## src/rtl/fmul_rr_sched.sv

```systemverilog
// Round-robin scheduler sharing one external combinational double multiplier among
// NUM_REQ requesters; one operation in flight, result tagged with the requester id.
module fmul_rr_sched #(
  parameter int DATA_WIDTH = 64,
  parameter int NUM_REQ    = 4,
  parameter int ID_W       = 2,
  parameter int MUL_CYCLES = 2
) (
  input  logic                          clk_i,
  input  logic                          rst_i,
  input  logic [NUM_REQ-1:0]            req_valid_i,
  output logic [NUM_REQ-1:0]            req_ready_o,
  input  logic [NUM_REQ*DATA_WIDTH-1:0] req_a_i,
  input  logic [NUM_REQ*DATA_WIDTH-1:0] req_b_i,
  output logic [DATA_WIDTH-1:0]         fmul_a_o,
  output logic [DATA_WIDTH-1:0]         fmul_b_o,
  input  logic [DATA_WIDTH-1:0]         fmul_c_i,
  output logic                          resp_valid_o,
  input  logic                          resp_ready_i,
  output logic [DATA_WIDTH-1:0]         resp_c_o,
  output logic [ID_W-1:0]               resp_id_o,
  output logic                          busy_o
);
  localparam int CNT_W = (MUL_CYCLES > 1) ? $clog2(MUL_CYCLES) : 1;
  localparam int IW1   = ID_W + 1;
  localparam logic [CNT_W-1:0] CNT_INIT = CNT_W'(MUL_CYCLES - 1);

  typedef enum logic [1:0] {IDLE = 2'd0, WAIT = 2'd1, RESP = 2'd2} state_t;

  state_t                state_q, state_d;
  logic [ID_W-1:0]       ptr_q, ptr_d, id_q, id_d, resp_id_q, resp_id_d;
  logic [CNT_W-1:0]      cnt_q, cnt_d;
  logic [DATA_WIDTH-1:0] a_q, a_d, b_q, b_d, c_q, c_d;
  logic [ID_W-1:0]       win;
  logic [IW1-1:0]        idx;
  logic                  found, accept;

  // Rotating-priority search: first valid slot at ptr, ptr+1, ... (mod NUM_REQ).
  // ptr and i are both < NUM_REQ, so one conditional subtract wraps the sum.
  always_comb begin
    win   = '0;
    found = 1'b0;
    idx   = '0;
    for (int i = 0; i < NUM_REQ; i++) begin
      idx = {1'b0, ptr_q} + IW1'(i);
      if (idx >= IW1'(NUM_REQ)) idx = idx - IW1'(NUM_REQ);
      if (!found && req_valid_i[idx[ID_W-1:0]]) begin
        found = 1'b1;
        win   = idx[ID_W-1:0];
      end
    end
  end

  assign accept      = (state_q == IDLE) && found && !rst_i;
  assign req_ready_o = accept ? (NUM_REQ'(1) << win) : '0;

  always_comb begin
    state_d   = state_q;
    ptr_d     = ptr_q;
    id_d      = id_q;
    cnt_d     = cnt_q;
    a_d       = a_q;
    b_d       = b_q;
    c_d       = c_q;
    resp_id_d = resp_id_q;
    case (state_q)
      IDLE: if (accept) begin
        a_d     = req_a_i[win*DATA_WIDTH +: DATA_WIDTH];
        b_d     = req_b_i[win*DATA_WIDTH +: DATA_WIDTH];
        id_d    = win;
        ptr_d   = (win == ID_W'(NUM_REQ - 1)) ? '0 : win + 1'b1;
        cnt_d   = CNT_INIT;
        state_d = WAIT;
      end
      // The multiplier path is only trusted once the settle count has expired.
      WAIT: if (cnt_q == '0) begin
        c_d       = fmul_c_i;
        resp_id_d = id_q;
        state_d   = RESP;
      end else begin
        cnt_d = cnt_q - 1'b1;
      end
      RESP: if (resp_ready_i) state_d = IDLE;
      default: state_d = IDLE;
    endcase
  end

  always_ff @(posedge clk_i or posedge rst_i) begin
    if (rst_i) begin
      state_q   <= IDLE;
      ptr_q     <= '0;
      id_q      <= '0;
      cnt_q     <= '0;
      a_q       <= '0;
      b_q       <= '0;
      c_q       <= '0;
      resp_id_q <= '0;
    end else begin
      state_q   <= state_d;
      ptr_q     <= ptr_d;
      id_q      <= id_d;
      cnt_q     <= cnt_d;
      a_q       <= a_d;
      b_q       <= b_d;
      c_q       <= c_d;
      resp_id_q <= resp_id_d;
    end
  end

  assign fmul_a_o     = a_q;
  assign fmul_b_o     = b_q;
  assign resp_c_o     = c_q;
  assign resp_id_o    = resp_id_q;
  assign resp_valid_o = (state_q == RESP);
  assign busy_o       = (state_q != IDLE);
endmodule
```

## config.mk

```make
export PLATFORM = sky130hd
export DESIGN_NAME = fmul_rr_sched
export DESIGN_NICKNAME = d
export VERILOG_FILES = /design/src/rtl/fmul_rr_sched.sv
export SDC_FILE = /design/constraint.sdc
export NUM_CORES = 1
export LEC_CHECK = 0
export ABC_AREA = 1
export ABC_CLOCK_PERIOD_IN_PS = 7070
export BUFFER_PORTS_ARGS = -buffer_cell sky130_fd_sc_hd__buf_2
export CAP_MARGIN = 10
export CORE_AREA = 5 5 305 307
export CTS_CLUSTER_DIAMETER = 80
export DETAILED_ROUTE_END_ITERATION = 7
export DIE_AREA = 0 0 310 312
export PLACE_DENSITY = 0.45
export REMOVE_ABC_BUFFERS = 1
export SETUP_SLACK_MARGIN = 0.05
export SLEW_MARGIN = 30
export SYNTH_ARGS = -nofsm -noshare
export SYNTH_HDL_FRONTEND = slang
export SYNTH_SLANG_ARGS = --single-unit
```

## constraint.sdc

```tcl
create_clock -name clk_i -period 7.07 [get_ports clk_i]
set_clock_uncertainty 0.1 [all_clocks]
set_input_delay 0.3535 -clock clk_i [delete_from_list [all_inputs] [get_ports clk_i]]
set_output_delay 0.3535 -clock clk_i [all_outputs]
set_load 0.02 [all_outputs]
```

# Yosys cells after proc, flatten, opt, wreduce, memory -nomap -nowiden
# Index checks and enable logic that the tools add are counted.
[classes]
add_sub_neg = 9
n_lt_le_gt_ge = 8
n_eq_ne = 6
n_shift = 3
mux = 29
bitwise_logic = 1
n_reduce_logical = 16
[op_table]
columns = ["operator", "n"]
rows = [
  ["variable part select 256 x 9 -> 64 bit", 2],
  ["two-way mux 2 bit", 12],
  ["less-than comparator 2 x 3 -> 1 bit (second input constant)", 4],
  ["two-way mux 1 bit", 10],
  [">= comparator 3 bit (second input constant)", 3],
  ["binary-select mux 1 bit (select 2 bit)", 4],
  ["subtractor 2 x 1 -> 2 bit (second input constant)", 4],
  ["adder 2 x 2 -> 3 bit (second input constant)", 2],
  ["one-hot mux 2 bit (3 select lines)", 1],
  ["AND reduction 2 bit", 3],
  ["logical AND 1 bit", 5],
  ["equality test 2 bit (second input constant)", 2],
  ["logical NOT 1 bit", 4],
  ["two-way mux 4 bit", 1],
  ["inequality test 2 bit (second input constant)", 2],
  ["nonzero test 2 bit", 2],
  ["<< shifter 1 x 2 -> 4 bit (first input constant)", 1],
  ["adder 2 x 1 -> 3 bit (second input constant)", 1],
  [">= comparator 2 x 3 -> 1 bit (second input constant)", 1],
  ["AND reduction 3 bit", 1],
  ["adder 2 x 1 -> 2 bit (second input constant)", 1],
  ["equality test 2 x 1 -> 1 bit (second input constant)", 1],
  ["logical NOT 2 bit", 1],
  ["inequality test 2 x 1 -> 1 bit (second input constant)", 1],
  ["3 further kinds", 3],
]
[totals]
ff_bits = 201
input_bits = 583

# Depth between registers and ports, before layout
# Gate-level depths: netlist of the first run.
[depth]
word_depth = 18
ltp_mapped = 16
ltp_nobuf = 14

# Worst setup path before layout of the first run
# Ideal clock, no wire load.
[synth_path]
kind = "flip-flop to output port"
start = "register ptr_q[0]"
end = "output req_ready_o[0]"
arrival_time_ps = 2099
t_required_ps = 6616
slack_ps = 4518
stages_incl_launch_ff = 15
path_buffers = 4
cell_sequence = "dfrtp_1 > buf_4 > nand2_1 > nand3_1 > nand2_2 > nor2_1 > nor2_1 > nand2_4 > nand2_4 > buf_6 > buf_6 > buf_4 > ha_1 > inv_1 > nor2_1"
[synth_via]
elab_chain_len = 17
elab_cells_between_ends = 41
classes_between = "add/sub (7); order compare (4); shift (1); mux (21); reduce/logical (8)"
[synth_rtl]
columns = ["element", "line", "rtl"]
rows = [
  ["from (decl)", "31", "logic [ID_W-1:0] ptr_q, ptr_d, id_q, id_d, resp_id_q, resp_id_d;"],
  ["from (signal assigned)", "100", "ptr_q <= ptr_d;"],
  ["branches (longest 16 deep; another with adder 2 x 1 -> 3 bit)", "n/a", ""],
  ["two-way mux 4 bit *", "55", "assign req_ready_o = accept ? (NUM_REQ'(1) << win) : '0;"],
  ["to (decl)", "12", "output logic [NUM_REQ-1:0] req_ready_o,"],
]
# Mark *: on every way between the ends. The select of a mux whose other input is x is not followed.

# Worst setup path after layout of the first run
[layout_path]
start = "register ptr_q[0]"
end = "register b_q[0] (netlist: fmul_b_o[0])"
[layout_via]
elab_chain_len = 17
elab_cells_between_ends = 41
classes_between = "add/sub (7); order compare (4); shift (1); mux (20); reduce/logical (9)"
[layout_rtl]
columns = ["element", "line", "rtl"]
rows = [
  ["branches (longest 17 deep; another with adder 2 x 1 -> 3 bit)", "n/a", ""],
  ["to (signal assigned)", "95", "b_q <= '0;"],
  ["to (signal assigned)", "104", "b_q <= b_d;"],
  ["to (decl)", "33", "logic [DATA_WIDTH-1:0] a_q, a_d, b_q, b_d, c_q, c_d;"],
]
# Several ways; the timed one is not identified. The select of a mux whose other input is x is not followed.
# A chain may end at the register's enable or synchronous reset.

==> results of run 1 <==
cell families after synthesis:
| group | after synthesis | synth area share |
|---|---|---|
| adder cells (fa/ha/maj) | 4 | 0.003811 |
| AND/OR/NAND/NOR | 1184 | 0.4046 |
| buffers and inverters | 469 | 0.1485 |
| multiplexers | 65 | 0.05574 |
| AO/OA/AOI/OAI | 10 | 0.004288 |
| flip-flops | 201 | 0.3830 |
where the power goes:
| part | leakage (nW) | switching, mW | internal [mW] | total (mW) |
|---|---|---|---|---|
| logic | 9.31 | 4.54 | 2.82 | 7.36 |
| clock network | 0.434 | 0.573 | 0.807 | 1.38 |
| registers | 2.43 | 0.296 | 1.76 | 2.06 |
timing repair:
action,4_1_cts,5_1_grt
hold buffers,295,0
endpoints found under the hold margin,241,0
endpoints found under the setup margin,0,0
worst reg2reg max path: stages (launching register included):
cell and delay, ns:
dfrtp_1 0.57, inv_2 0.16, nand2_1 0.11, nand2_2 0.09
nand2_1 0.07, nand2_1 0.08, nor2_4 0.13, nand3_2 0.10
nand2_4 0.61, nand2_8 0.64, inv_4 0.94, buf_4 0.59
nand2_1 0.17, nand3_1 0.11, dlygate4sd3_1 0.56, nand3_1 0.07
dlygate4sd3_1 0.55
cell usage in the layout, fill, tap and decap left out, drive strengths merged:
cell type | Yosys | layout
a21oi | 2 | 2
a31oi | 1 | 1
buf | 78 | 799
clkbuf | 38 | 42
clkinv | 0 | 4
clkinvlp | 0 | 1
dfrtp | 201 | 201
diode | 0 | 4
dlygate4sd3 | 0 | 295
ha | 4 | 4
inv | 353 | 355
mux2 | 65 | 65
nand2 | 678 | 678
nand3 | 364 | 364
nand3b | 36 | 36
nand4 | 1 | 1
nor2 | 12 | 12
o21a | 1 | 1
o21ai | 5 | 5
o31ai | 1 | 1
or2 | 93 | 93
sequential cells by signal (all words and copies together) (netlist names):
name and cells:
id_q 2, ptr_q 2, fmul_b_o 64, fmul_a_o 64
resp_id_o 2, resp_c_o 64, cnt_q 1, state_q 2
stage by stage:
stage / worst slack [ns] / hold slack, ns
after floorplan: 0.9805 / 0.3491
after global placement: 2.418 / 0.3575
after detailed placement: 2.391 / 0.3593
after CTS: 1.301 / 0.0007455
after global routing: 0.7816 / 0.02202
final: 1.325 / 0.02865
layer usage:
layer	track usage	up-vias
met5	0	-
met2	0.2241	546
met3	0.02763	94
met1	0.1422	7240
li1	-	7884
met4	0.04072	6
final cells by class:
class / instances / area (um2) / share of cell area
flip-flops and latches: 201 / 5030 / 0.2291
inverters: 353 / 1335 / 0.06081
multi-input cells: 1263 / 6177 / 0.2814
well taps: 1176 / 1471 / 0.06702
repair buffers: 1094 / 7052 / 0.3212
clock buffers: 42 / 834.6 / 0.03801
diodes: 4 / 10.01 / 0.0004559
clock inverters: 7 / 45.04 / 0.002052
path summary, 6_finish.rpt:
check / startpoint / end / cells past startpoint
max: ptr_q[0]$_DFFE_PP0P_ / fmul_b_o[0]$_DFFE_PP0P_ / 16
min: req_a_i[253] / fmul_a_o[61]$_DFFE_PP0P_ / 4
max reg2reg: ptr_q[0]$_DFFE_PP0P_ / fmul_b_o[0]$_DFFE_PP0P_ / 16
min reg2reg: fmul_b_o[30]$_DFFE_PP0P_ / fmul_b_o[30]$_DFFE_PP0P_ / 2
max in group asynchronous: rst_i / fmul_a_o[35]$_DFFE_PP0P_ / 4
min in group asynchronous: rst_i / resp_c_o[60]$_DFFE_PP0P_ / 3
==> flow_summary.toml, run 1 <==
[status]
status = "finished, final reports clean"

[clocking]
clock-root-buffer = "clkbuf_16"
cts_buffer_depth = 3
tritoncts = "built"
cts-buffers-inserted = 28
htree_levels = 1
cts.sink_count = 201
clkTransAtPathRegs_ns = 0.06
ctsResizeCount = 0
clock_latency_ns = 0.57
cts_setup_buffers = 0

[worst_hold_path]
min_path_type = "in2reg"

[timing]
slew_violations = 0
finalHoldViolations = 0
fin_crit_sh = 0.8126
fmax_mhz = 174.1
fin_tns_setup_ns = 0
slew_headroom = 0.4110
worst_slew_pin_slew_ns = 0.8835
post-route-min-period_ns = 5.745
rsz0062_at_grt = "no"
finalSetupViolCount = 0

[pwr]
peakVddDrop_mv = 0.3605
powerDensity_nw_per_um2 = 491.7
p_total_mw = 10.79
leakage_nw = 12.17

[placement]
gp_congestion = 0.8511
port_buffers = 782
placed_area_um2 = 18110
hpwl_mm = 46.80
place_inst = 3792

[yosys]
ys_seq_area_frac = 0.3830
yosys-top-cells-count = "nand2_1 (674), nand3_1 (363), inv_1 (349)"
synth-edff-count = 0
synth.most_common_cell = "nand2_1"
synth_top_area_frac = 0.3830
synth_cells = 1933
synth.ff_latch_count = 201
synth_top_area_cell = "dfrtp_1"
synth_top_flop_cell = "dfrtp_1"
synth.avg_cell_area_um2 = 6.793
syn_area_um2 = 13130
postSynth.asyncResetShare = 1.000
synth_area_leaders = "dfrtp_1 (38%), nand2_1 (19%), nand3_1 (14%), inv_1 (10%), mux2_2 (5.6%)"
netlist-cell-type-count = 29
yosysWarnings = 0

[worst_setup_path]
critPathMaxFanout = 128
cp_num_buf_inv = 5
required_ns = 7.43
critPathKind = "reg2reg"
cpPeakStageDelay_ns = 0.80
crit_top_cell = "nand2_1"
slowest_stage = "inv_4"
critical_path_arrival_ns = 6.10
reg2reg_slack_ns = 1.32
crit_chain = "inv_2 > nand2_1 > nand2_2 > nand2_1 > nand2_1 > nor2_4 > nand3_2 > nand2_4 > nand2_8 > inv_4 > buf_4 > nand2_1 > nand3_1 > dlygate4sd3_1 > nand3_1 > dlygate4sd3_1"
endpoint_kind = "flip-flop"
start_kind = "flip-flop"
crit_family = "buffers and inverters"

[floorplan]
fp.dieW_um = 310
std_cell_rows = 110
die_h_um = 312
initial_core_util = 0.1463
die-area_um2 = 96720
boundaryPins = 783
design.core.area_um2 = 89740

[grt]
grtUsageTotal = 0.1232
grt_pass1_vias = 16340
antenna_found_initial = 15
grt_overflow = 0
grt_start_max_net_pins = 143
grt_pass1_wl_mm = 94.15

[drt]
met3WireLength_mm = 4.330
vias_per_cell = 3.809
wl_mm = 63.30
antenna_left = 0
drt-wirelength-per-cell_um = 15.29
maxUsedRoutingLayer = "met5"
wl_met2_mm = 31.51
route.detailed.drc = 0
vias = 15770
dr.pass1.iters = 5
drtIter0Drc = 800
routedLengthMet1_mm = 25.09

[job]
maxCapViolations = 0

[finish]
fin_cells = 4140
drive_above_1_share = 0.3351
fin_area_um2 = 21950
final_util = 0.2447
fin_nets = 3528
nFillCells = 10140
area_growth_pct = 67.19
No activity file was read; power rests on OpenSTA's default activity.
==> run 2, diff against run 1 <==
--- a/config.mk
+++ b/config.mk
@@ -6,7 +6,7 @@
 export NUM_CORES = 1
 export LEC_CHECK = 0
 export ABC_AREA = 1
-export ABC_CLOCK_PERIOD_IN_PS = 7070
+export ABC_CLOCK_PERIOD_IN_PS = 5900
 export BUFFER_PORTS_ARGS = -buffer_cell sky130_fd_sc_hd__buf_2
 export CAP_MARGIN = 10
 export CORE_AREA = 5 5 305 307
==> constraint.sdc (replaced) <==
create_clock -name clk_i -period 5.9 [get_ports clk_i]
set_clock_uncertainty 0.1 [all_clocks]
set_input_delay 0.295 -clock clk_i [delete_from_list [all_inputs] [get_ports clk_i]]
set_output_delay 0.295 -clock clk_i [all_outputs]
set_load 0.02 [all_outputs]
==> run 2 against run 1 <==
  * Clock-buffer cell count increased by 4
  * Critical path depth unchanged
  * Sequential cell count did not move
  * Non-clock buffer count grew 133
  * Total power grew 32%
  * Final cell count increased by 3.3%
  * Wire length rose by 3.2%
  * Worst setup slack better by 0.055 ns
  * Worst hold slack improved by 0.037 ns
  * Via count is 4.4% higher
  * First-iteration DRC count increased by 2.3%
  * Sequential power is 19% higher
  * Critical path type unchanged
  * Highest routed layer unchanged
==> flow_summary.toml, run 2 (synthesis gave the netlist of run 1 again) <==
[worst_setup_path]
crit_top_cell = "nand2_1"
critPathMaxFanout = 105
critPathKind = "reg2reg"
start_kind = "flip-flop"
crit_chain = "inv_2 > nand2_1 > nand2_2 > nand2_1 > nand2_1 > nor2_4 > nand3_2 > nand2_4 > nand2_8 > inv_4 > buf_12 > nand2_1 > nand3_1 > dlygate4sd3_1 > nand3_1 > dlygate4sd3_1"
required_ns = 6.28
startpoint = "ptr_q[0]$_DFFE_PP0P_"
slowest_stage = "dlygate4sd3_1"
r2r_start = "ptr_q[0]$_DFFE_PP0P_"
endpoint_kind = "flip-flop"
critical_path_arrival_ns = 4.90
cpPeakStageDelay_ns = 0.57

[finish]
drive_above_1_share = 0.3231
multi_input_comb_area_um2 = 6177
area_growth_pct = 78.21
fin_cells = 4277
nFillCells = 10090
final_cell_mix = "buf_2 (782), nand2_1 (671), dlygate4sd3_1 (424)"
fin_nets = 3663
regArea_um2 = 5030
final_common_cell = "buf_2"
fin_area_um2 = 23400

[drt]
antenna_left = 0
drt-wirelength-per-cell_um = 15.28
dr.pass1.iters = 5
wl_mm = 65.35
route.detailed.drc = 0
vias = 16470
drtIter0Drc = 818
vias_per_cell = 3.850

[grt]
grtUsageTotal = 0.1269
grt_start_max_net_pins = 118
grt_pass1_vias = 17210
grt_pass1_wl_mm = 97.28
grt_overflow = 0
antenna_found_initial = 9

[floorplan]
initial_core_util = 0.1463
std_cell_rows = 110
die-area_um2 = 96720
die_h_um = 312
boundaryPins = 783
design.core.area_um2 = 89740
fp.dieW_um = 310

[timing]
setup_ws_ns = 1.380
finalSetupViolCount = 0
post-route-min-period_ns = 4.520
fmax_mhz = 221.3
fin_crit_sh = 0.7661
slew_violations = 0
finalHoldViolations = 0
worst_slew_pin_slew_ns = 0.8434
rsz0062_at_grt = "no"
slew_headroom = 0.4378
fin_tns_setup_ns = 0

[clocking]
ctsResizeCount = 0
cts_setup_buffers = 0
cts_buffer_depth = 3
clock_latency_ns = 0.60
tritoncts = "built"
clock-root-buffer = "clkbuf_16"
cts.sink_count = 201
cts-buffers-inserted = 30
htree_levels = 1
clkTransAtPathRegs_ns = 0.06

[placement]
port_buffers = 782
gp_congestion = 0.8448
post-place-ws_ns = 2.489
placed_area_um2 = 18170
place_inst = 3796
hpwl_mm = 47.40

[worst_hold_path]
holdCritStartpoint = "req_a_i[242]"
min_path_type = "in2reg"

[pwr]
p_int_mw = 7.494
powerDensity_nw_per_um2 = 606.7
pwr-share-seq = 0.174
combPwrFrac = 0.701
swShare = 0.4722
power.switching_mw = 6.704
p_total_mw = 14.20
leakage_nw = 12.75
peakVddDrop_mv = 0.4766
clock_power_share = 0.126

[status]
status = "finished, final reports clean"

[job]
maxCapViolations = 0
run 2: critical path, delay by kind of cell, from the launching register on:
family                 cells  cell delay (ns)
buffers and inverters      5             2.13
AND/OR/NAND/NOR           11             1.26
flip-flops                 1             0.56
run 2: worst paths after layout:
| path | to | slack, ns | depth (start not counted) |
|---|---|---|---|
| hold reg to reg | fmul_b_o[48]$_DFFE_PP0P_ | 0.37 | 2 |
| min in group asynchronous | resp_id_o[0]$_DFFE_PP0P_ | 0.28 | 3 |
| setup reg to reg | fmul_b_o[50]$_DFFE_PP0P_ | 1.38 | 16 |
| hold / removal | fmul_a_o[50]$_DFFE_PP0P_ | 0.07 | 5 |
| max in group asynchronous | fmul_a_o[53]$_DFFE_PP0P_ | 4.20 | 4 |
| setup / recovery | fmul_b_o[50]$_DFFE_PP0P_ | 1.38 | 16 |
run 2: power groups by stage:
stage | Sequential, mW | Combinational, mW | Clock (mW)
floorplan | 3.28 | 4.34 | 0
global placement | 2.47 | 7.94 | 0
detailed placement | 2.47 | 7.95 | 0
CTS | 2.46 | 10.1 | 1.88
global route | 2.55 | 11.0 | 1.94
finish | 2.46 | 9.95 | 1.79
run 2: repair_timing:
item,CTS,global route
hold buffers,424,0
endpoints found under the hold margin,274,0
setup endpoints to repair,0,0
run 2: area by class of cell:
cell class	instances	area share
diodes	3	0.0003208
multi-input cells	1263	0.2640
repair buffers	1227	0.3591
clock buffers	46	0.03850
well taps	1176	0.06288
flip-flops and latches	201	0.2149
clock inverters	8	0.003262
inverters	353	0.05705
run 2: stage by stage:
| step | utilization | hold slack (ns) |
|---|---|---|
| 2_1_floorplan | - | 0.2906 |
| 3_3_place_gp | 0.2025 | 0.3590 |
| 3_5_place_dp | 0.2025 | 0.3595 |
| 6_report | 0.2608 | 0.06540 |
| 4_1_cts | 0.2607 | 0.007631 |
| 5_1_grt | 0.2608 | 0.01581 |
run 2: routing by layer:
layer  up-vias  wire (um)  GRT usage  part of all wire
met3       112       4468    0.02919             0.068
met5         -         61          0           0.00093
met2       530      32640     0.2315              0.50
li1       8150          -          -                 -
met1      7665      26010     0.1461              0.40
met4         8       2174    0.04092             0.033
